**src/rtl/cpu_pkg.sv**
```systemverilog
// cpu_pkg: definitions shared by the instruction fetch path.
//   RESET_PC_DEFAULT : fetch address loaded at reset unless overridden
//   NOP_INSTR        : instruction presented while no instruction is valid
//   fetch_state_t    : fetch controller states
//   word_align()     : force a byte address onto a 32-bit word boundary
`timescale 1ns/1ps
package cpu_pkg;

  localparam logic [31:0] RESET_PC_DEFAULT = 32'h0000_0000;
  localparam logic [31:0] NOP_INSTR        = 32'h0000_0013;

  typedef enum logic {
    FETCH = 1'b0,
    DRAIN = 1'b1
  } fetch_state_t;

  function automatic logic [31:0] word_align(input logic [31:0] addr);
    return {addr[31:2], 2'b00};
  endfunction

endpackage

```
**src/rtl/fetch_fifo.sv**
```systemverilog
// fetch_fifo: synchronous FIFO holding fetched {pc, instruction} pairs.
// DEPTH must be a power of two so the read/write pointers wrap naturally.
//   clk, rst_n  : clock, asynchronous active-low reset
//   i_push      : write i_data at the tail
//   i_pop       : drop the head entry (caller only pops when non-empty)
//   i_flush     : discard all entries; overrides push and pop
//   o_head      : head entry, valid while o_empty is low
//   o_empty     : no entries stored
//   o_count     : current occupancy
`timescale 1ns/1ps
module fetch_fifo #(
  parameter int DEPTH = 2,
  parameter int WIDTH = 64,
  localparam int PW = $clog2(DEPTH),
  localparam int CW = $clog2(DEPTH + 1)
) (
  input  logic             clk,
  input  logic             rst_n,
  input  logic             i_push,
  input  logic [WIDTH-1:0] i_data,
  input  logic             i_pop,
  input  logic             i_flush,
  output logic [WIDTH-1:0] o_head,
  output logic             o_empty,
  output logic [CW-1:0]    o_count
);

  logic [WIDTH-1:0] r_mem [DEPTH];
  logic [PW-1:0]    r_wr_ptr;
  logic [PW-1:0]    r_rd_ptr;
  logic [CW-1:0]    r_count;

  always_ff @(posedge clk or negedge rst_n) begin
    if (!rst_n) begin
      r_wr_ptr <= '0;
      r_rd_ptr <= '0;
      r_count  <= '0;
    end else if (i_flush) begin
      r_wr_ptr <= '0;
      r_rd_ptr <= '0;
      r_count  <= '0;
    end else begin
      if (i_push) r_wr_ptr <= r_wr_ptr + 1'b1;
      if (i_pop)  r_rd_ptr <= r_rd_ptr + 1'b1;
      case ({i_push, i_pop})
        2'b10:   r_count <= r_count + 1'b1;
        2'b01:   r_count <= r_count - 1'b1;
        default: r_count <= r_count;
      endcase
    end
  end

  // Storage needs no reset: an entry is only visible after it was written.
  always_ff @(posedge clk) begin
    if (i_push && !i_flush) r_mem[r_wr_ptr] <= i_data;
  end

  assign o_head  = r_mem[r_rd_ptr];
  assign o_empty = (r_count == '0);
  assign o_count = r_count;

endmodule

```
**src/rtl/fetch_unit.sv**
```systemverilog
// fetch_unit: instruction fetch front end between the instruction memory
// and the control unit. Issues word-aligned sequential fetches, buffers the
// returned words with their addresses, and restarts at a new address on
// redirect, discarding responses still in flight for the old path.
//   clk, rst_n                     : clock, asynchronous active-low reset
//   imem_req_valid/ready, imem_addr: fetch request channel
//   imem_rsp_valid, imem_rdata     : in-order read responses (latency >= 1)
//   instr_valid/ready, instr, instr_pc : instruction stream to control unit
//   redirect, redirect_target      : taken branch / jump
//   perf_fetched, perf_stall       : only with FETCH_PERF_CNT_EN defined
// Parameters: RESET_PC (reset fetch address), BUF_DEPTH (2 or 4).
// Optional feature macro: FETCH_PERF_CNT_EN adds wrapping performance
// counters; without it the ports and counters do not exist.
`timescale 1ns/1ps
module fetch_unit
  import cpu_pkg::*;
#(
  parameter logic [31:0] RESET_PC  = RESET_PC_DEFAULT,
  parameter int          BUF_DEPTH = 2
) (
  input  logic        clk,
  input  logic        rst_n,
  output logic        imem_req_valid,
  input  logic        imem_req_ready,
  output logic [31:0] imem_addr,
  input  logic        imem_rsp_valid,
  input  logic [31:0] imem_rdata,
  output logic        instr_valid,
  input  logic        instr_ready,
  output logic [31:0] instr,
  output logic [31:0] instr_pc,
  input  logic        redirect,
  input  logic [31:0] redirect_target
`ifdef FETCH_PERF_CNT_EN
  ,
  output logic [31:0] perf_fetched,
  output logic [31:0] perf_stall
`endif
);

  localparam int CW = $clog2(BUF_DEPTH + 1);

  fetch_state_t  r_state;
  logic [31:0]   r_fetch_pc;
  logic [CW-1:0] r_outstanding;
  logic [CW-1:0] r_discard;

  logic [CW-1:0] w_occupancy;
  logic [CW:0]   w_inflight;
  logic          w_empty;
  logic [63:0]   w_head;
  logic          w_req_fire;
  logic          w_rsp_live;
  logic          w_push;
  logic          w_pop;
  logic [CW-1:0] w_stale;
  logic [31:0]   w_rsp_pc;

  // A request is only issued when a buffer slot is reserved for its
  // response, so the FIFO can never overflow. rst_n gates the request
  // directly so it drops the moment reset is asserted.
  assign w_inflight     = {1'b0, w_occupancy} + {1'b0, r_outstanding};
  assign imem_req_valid = rst_n && (r_state == FETCH) && !redirect &&
                          (w_inflight < (CW + 1)'(BUF_DEPTH));
  assign imem_addr      = r_fetch_pc;
  assign w_req_fire     = imem_req_valid && imem_req_ready;

  // A response only belongs to the current path in FETCH with a request
  // still owed; anything else (e.g. left over from before a reset) is dropped.
  assign w_rsp_live = imem_rsp_valid && (r_state == FETCH) && (r_outstanding != '0);
  assign w_push     = w_rsp_live && !redirect;
  assign w_pop      = instr_valid && instr_ready;

  // Responses return in order, so the oldest owed request sits
  // r_outstanding words behind the next fetch address.
  assign w_rsp_pc = r_fetch_pc - 32'({r_outstanding, 2'b00});

  // Requests still owed after a redirect, excluding one answered this cycle.
  assign w_stale = r_outstanding - CW'(w_rsp_live);

  // state | meaning
  // FETCH | normal issue; live responses are buffered
  // DRAIN | no issue; responses for the pre-redirect path are dropped
  always_ff @(posedge clk or negedge rst_n) begin
    if (!rst_n) begin
      r_state       <= FETCH;
      r_fetch_pc    <= RESET_PC;
      r_outstanding <= '0;
      r_discard     <= '0;
    end else begin
      unique case (r_state)
        FETCH: begin
          if (redirect) begin
            r_fetch_pc    <= word_align(redirect_target);
            r_outstanding <= '0;
            r_discard     <= w_stale;
            if (w_stale != '0) r_state <= DRAIN;
          end else begin
            if (w_req_fire) r_fetch_pc <= r_fetch_pc + 32'd4;
            r_outstanding <= r_outstanding + CW'(w_req_fire) - CW'(w_rsp_live);
          end
        end
        DRAIN: begin
          if (redirect) r_fetch_pc <= word_align(redirect_target);
          if (imem_rsp_valid) begin
            r_discard <= r_discard - 1'b1;
            if (r_discard == CW'(1)) r_state <= FETCH;
          end
        end
        default: r_state <= FETCH;
      endcase
    end
  end

  fetch_fifo #(
    .DEPTH (BUF_DEPTH),
    .WIDTH (64)
  ) u_fifo (
    .clk     (clk),
    .rst_n   (rst_n),
    .i_push  (w_push),
    .i_data  ({w_rsp_pc, imem_rdata}),
    .i_pop   (w_pop),
    .i_flush (redirect),
    .o_head  (w_head),
    .o_empty (w_empty),
    .o_count (w_occupancy)
  );

  assign instr_valid = !w_empty;
  assign instr       = instr_valid ? w_head[31:0]  : NOP_INSTR;
  assign instr_pc    = instr_valid ? w_head[63:32] : 32'h0000_0000;

`ifdef FETCH_PERF_CNT_EN
  always_ff @(posedge clk or negedge rst_n) begin
    if (!rst_n) begin
      perf_fetched <= 32'd0;
      perf_stall   <= 32'd0;
    end else begin
      if (w_pop) perf_fetched <= perf_fetched + 32'd1;
      if (instr_ready && !instr_valid) perf_stall <= perf_stall + 32'd1;
    end
  end
`endif

endmodule

```
**config.mk**
```make
export PLATFORM = sky130hd
export DESIGN_NAME = fetch_unit
export DESIGN_NICKNAME = d
export VERILOG_FILES = /design/src/rtl/cpu_pkg.sv /design/src/rtl/fetch_fifo.sv /design/src/rtl/fetch_unit.sv
export SDC_FILE = /design/constraint.sdc
export NUM_CORES = 1
export LEC_CHECK = 0
export CORE_MARGIN = 4
export CORE_UTILIZATION = 55
export CTS_CLUSTER_DIAMETER = 150
export DETAILED_ROUTE_END_ITERATION = 8
export PLACE_DENSITY = 0.86
export SLEW_MARGIN = 20
export SYNTH_ARGS = -nofsm -noshare
export SYNTH_HDL_FRONTEND = slang
export SYNTH_SLANG_ARGS = --single-unit
```
**constraint.sdc**
```tcl
create_clock -name clk -period 12.6 [get_ports clk]
set_input_delay 2.52 -clock clk [delete_from_list [all_inputs] [get_ports clk]]
set_output_delay 2.52 -clock clk [all_outputs]
set_load 0.03 [all_outputs]
```
==> results.tsv <==
stage	metric	value	unit
power_and_ir_drop	Peak VDD IR	0.106	mV
drt	Avg WL per Cell	17.8	um
outcome	outcome	finished, final reports clean	
synth	most common cell in the netlist	edfxtp_1	
cts	Clock Path Buffers	2	
setup_path	WS Path Type	in -> out	
global_routing	number of global-route vias before repair	5662	
flow_run	MaxCap Viol Count	0	
global_routing	largest net degree at the start of global routing	64	
synth	Synth top area share	0.477	
sta	Max Slew Vio Count	0	
synth	Syn. warnings	0	
floorplan	die height	127	um
synth	Post-Syn Area	7810	um^2
hold_path	Hold Crit Class	reg -> reg	
cts	# Post-CTS Setup Buffers	0	
placement	HPWL Detailed	11.7	mm
placement	port bufs	161	
cts	clk sink count	163	
global_routing	GRT Overall Usage	0.221	
floorplan	die width	127	um
synth	sequential-to-total area share from yosys stat	0.602	
floorplan	Rows	43	
floorplan	die outline area	16200	um^2
cts	root buffer cell	clkbuf_16	
hold_path	Hold Path Cell Cnt	1	
drt	DRT Wirelength	17.6	mm
synth	area leader, netlist	edfxtp_1	
synth	synth unique cells	64	
setup_path	crit path capture type	output pin	
sta	RSZ-0062 raised after global routing	no	
sta	final worst path period need	7600	ps
cells_and_area	utilization after layout	0.724	
cells_and_area	Final #Nets	874	
hold_path	hold path startpoint	imem_addr[31]$_DFFE_PN0P_	
synth	ranking of synthesized cells by area	edfxtp_1 48%, dfrtp_1 12%, mux2i_1 8.2%, nor2_1 4.6%, xor2_1 2.6%	
drt	Pre-Repair DR Iteration Count	7	
drt	antenna-violating nets left	0	
synth	prevailing post-synth register cell	edfxtp_1	
cells_and_area	share of layout cells above drive strength 1	0.0730	
setup_path	reg2reg path depth	15	
setup_path	FF-to-FF End	r_outstanding[1]$_DFFE_PN0N_	
sta	Slew @ Worst Pin	1100	ps
setup_path	crit start category	primary input	
synth	Synth top cells by count	124 x edfxtp_1, 96 x nor2_1, 64 x mux2i_1	
setup_path	RR Startpoint	u_fifo.o_count[0]$_DFFE_PN0P_	
global_routing	first-pass GRT wire length	28.2	mm
cts	hold buffer count at cts	0	
sta	Final setup viols	0	
synth	Post-Syn Instances	655	
cts	Clock Latency Late Sink	410	ps
global_routing	antenna violations before repair	0	
drt	DRC viols	0	
global_routing	global routing usage on met1	0.298	
power_and_ir_drop	pwr/cell area	161	nW/um^2
sta	fin crit share	0.603	
global_routing	layer with the highest usage	met2	
floorplan	Initial Util	0.563	
synth	flops & latches, synth	163	
hold_path	hold path endpoint	imem_addr[31]$_DFFE_PN0P_	
synth	number of synthesized flops with an enable pin	124	
global_routing	global route overflow	0	
sta	Fin. Hold Viols	0	
floorplan	core area	13900	um^2
drt	Starting DRT DRC Count	555	
placement	GP Congestion	0.864	
sta	Slew headroom	0.269	
cts	CTS Buf Count	17	
drt	Avg Vias per Cell	5.76	
setup_path	Critical Path AT	5080	ps
setup_path	critical-path maximum fanout	26	
sta	f_max	0.132	GHz
floorplan	boundary pin count	168	
setup_path	FF-to-FF setup slack	8780	ps
cts	CTS clk-pin slew, worst paths	60	ps
global_routing	met2 Track Usage GR	0.360	
setup_path	Critical Path RT	10080	ps
global_routing	met3 usage	0.0406	
setup_path	Crit. Startpoint	redirect	
cts	TritonCTS clock tree	done	
drt	Via Count	5694	
sta	Final Skew	4.84	ps
cts	H-tree Lvls	4	
cells_and_area	ANT cells	0	
sta	total negative slack	0	ps
synth	ys async rst share	0.239	
cells_and_area	synthesis-to-layout area growth	28.6	%
synth	Syn Area/Cell	11.9	um^2
cts	Resize count post-CTS	0	
power_and_ir_drop	leakage power	0.00342	uW
registers in the layout (all words and copies together) (netlist names):
name / cells
u_fifo.r_mem: 124
imem_addr: 30
r_discard: 2
r_outstanding: 2
u_fifo.o_count: 2
r_state: 1
u_fifo.r_rd_ptr: 1
u_fifo.r_wr_ptr: 1
where the power goes:
| part | switching, uW | total (uW) | leakage (uW) | internal (uW) |
|---|---|---|---|---|
| Sequential | 84.7 | 727 | 0.00157 | 642 |
| Combinational | 236 | 403 | 0.00159 | 167 |
| Clock | 196 | 489 | 0.000262 | 293 |
area by class of cell:
class,count,area [um^2]
Multi-Input combinational cell,429,2840
Timing Repair Buffer,167,1650
Tap cell,180,225
Clock buffer,20,447
Sequential cell,163,4700
Inverter,17,63.8
Clock inverter,12,115
Fill cell,942,3840
per-layer routing:
metal  routed length (um)  part of all wire
met4                  323             0.018
met5                    0                 0
met2                 8630              0.49
met1                 7310              0.42
met3                 1290             0.074
kinds of logic after synthesis:
group / count (synthesis) / synth area share
xor+xnor: 34 / 0.0381
compound gates: 105 / 0.0859
mux: 64 / 0.0820
flops: 163 / 0.602
buf+inv: 66 / 0.0384
other cells: 1 / 0.000480
fa+ha+maj: 9 / 0.0163
simple gates: 213 / 0.137
worst max-delay path by stage:
| stage | end | slack (ps) | depth (start not counted) |
|---|---|---|---|
| floorplan | u_fifo.r_mem[0][0]$_DFFE_PP_ | 4890 | 3 |
| global placement | imem_req_valid | 5030 | 6 |
| detailed placement | imem_req_valid | 5040 | 6 |
| CTS | imem_req_valid | 5040 | 6 |
| global route | imem_req_valid | 4820 | 6 |
| finish | imem_req_valid | 5000 | 6 |
placed cells by master (no fill, tap or decap), types with 23 or more instances in the layout:
cell type	count
clkdlybuf4s50_1	160
edfxtp_1	124
nor2_1	94
mux2i_1	64
nand2_1	39
dfrtp_1	38
a21oi_1	33
o21ai_0	25
xor2_1	23
per-stage QoR:
stage | area [um^2] | power, uW | hold slack, ps | cells | worst slack (ps)
after floorplan | 7820 | 980 | 470 | 658 | 4890
after global placement | 9480 | 1110 | 484 | 956 | 5030
after detailed placement | 9480 | 1130 | 523 | 956 | 5040
after CTS | 10000 | 1620 | 557 | 988 | 5040
after global routing | 10000 | 1690 | 609 | 988 | 4820
final | 10000 | 1620 | 563 | 988 | 5000
worst max-delay path, cell delays in order:
cell and delay, ps:
clkdlybuf4s50_1 400, buf_4 230, inv_1 300, nand2_1 490, nor4b_1 390, clkdlybuf4s50_1 740
(Power assumes the default switching activity.)
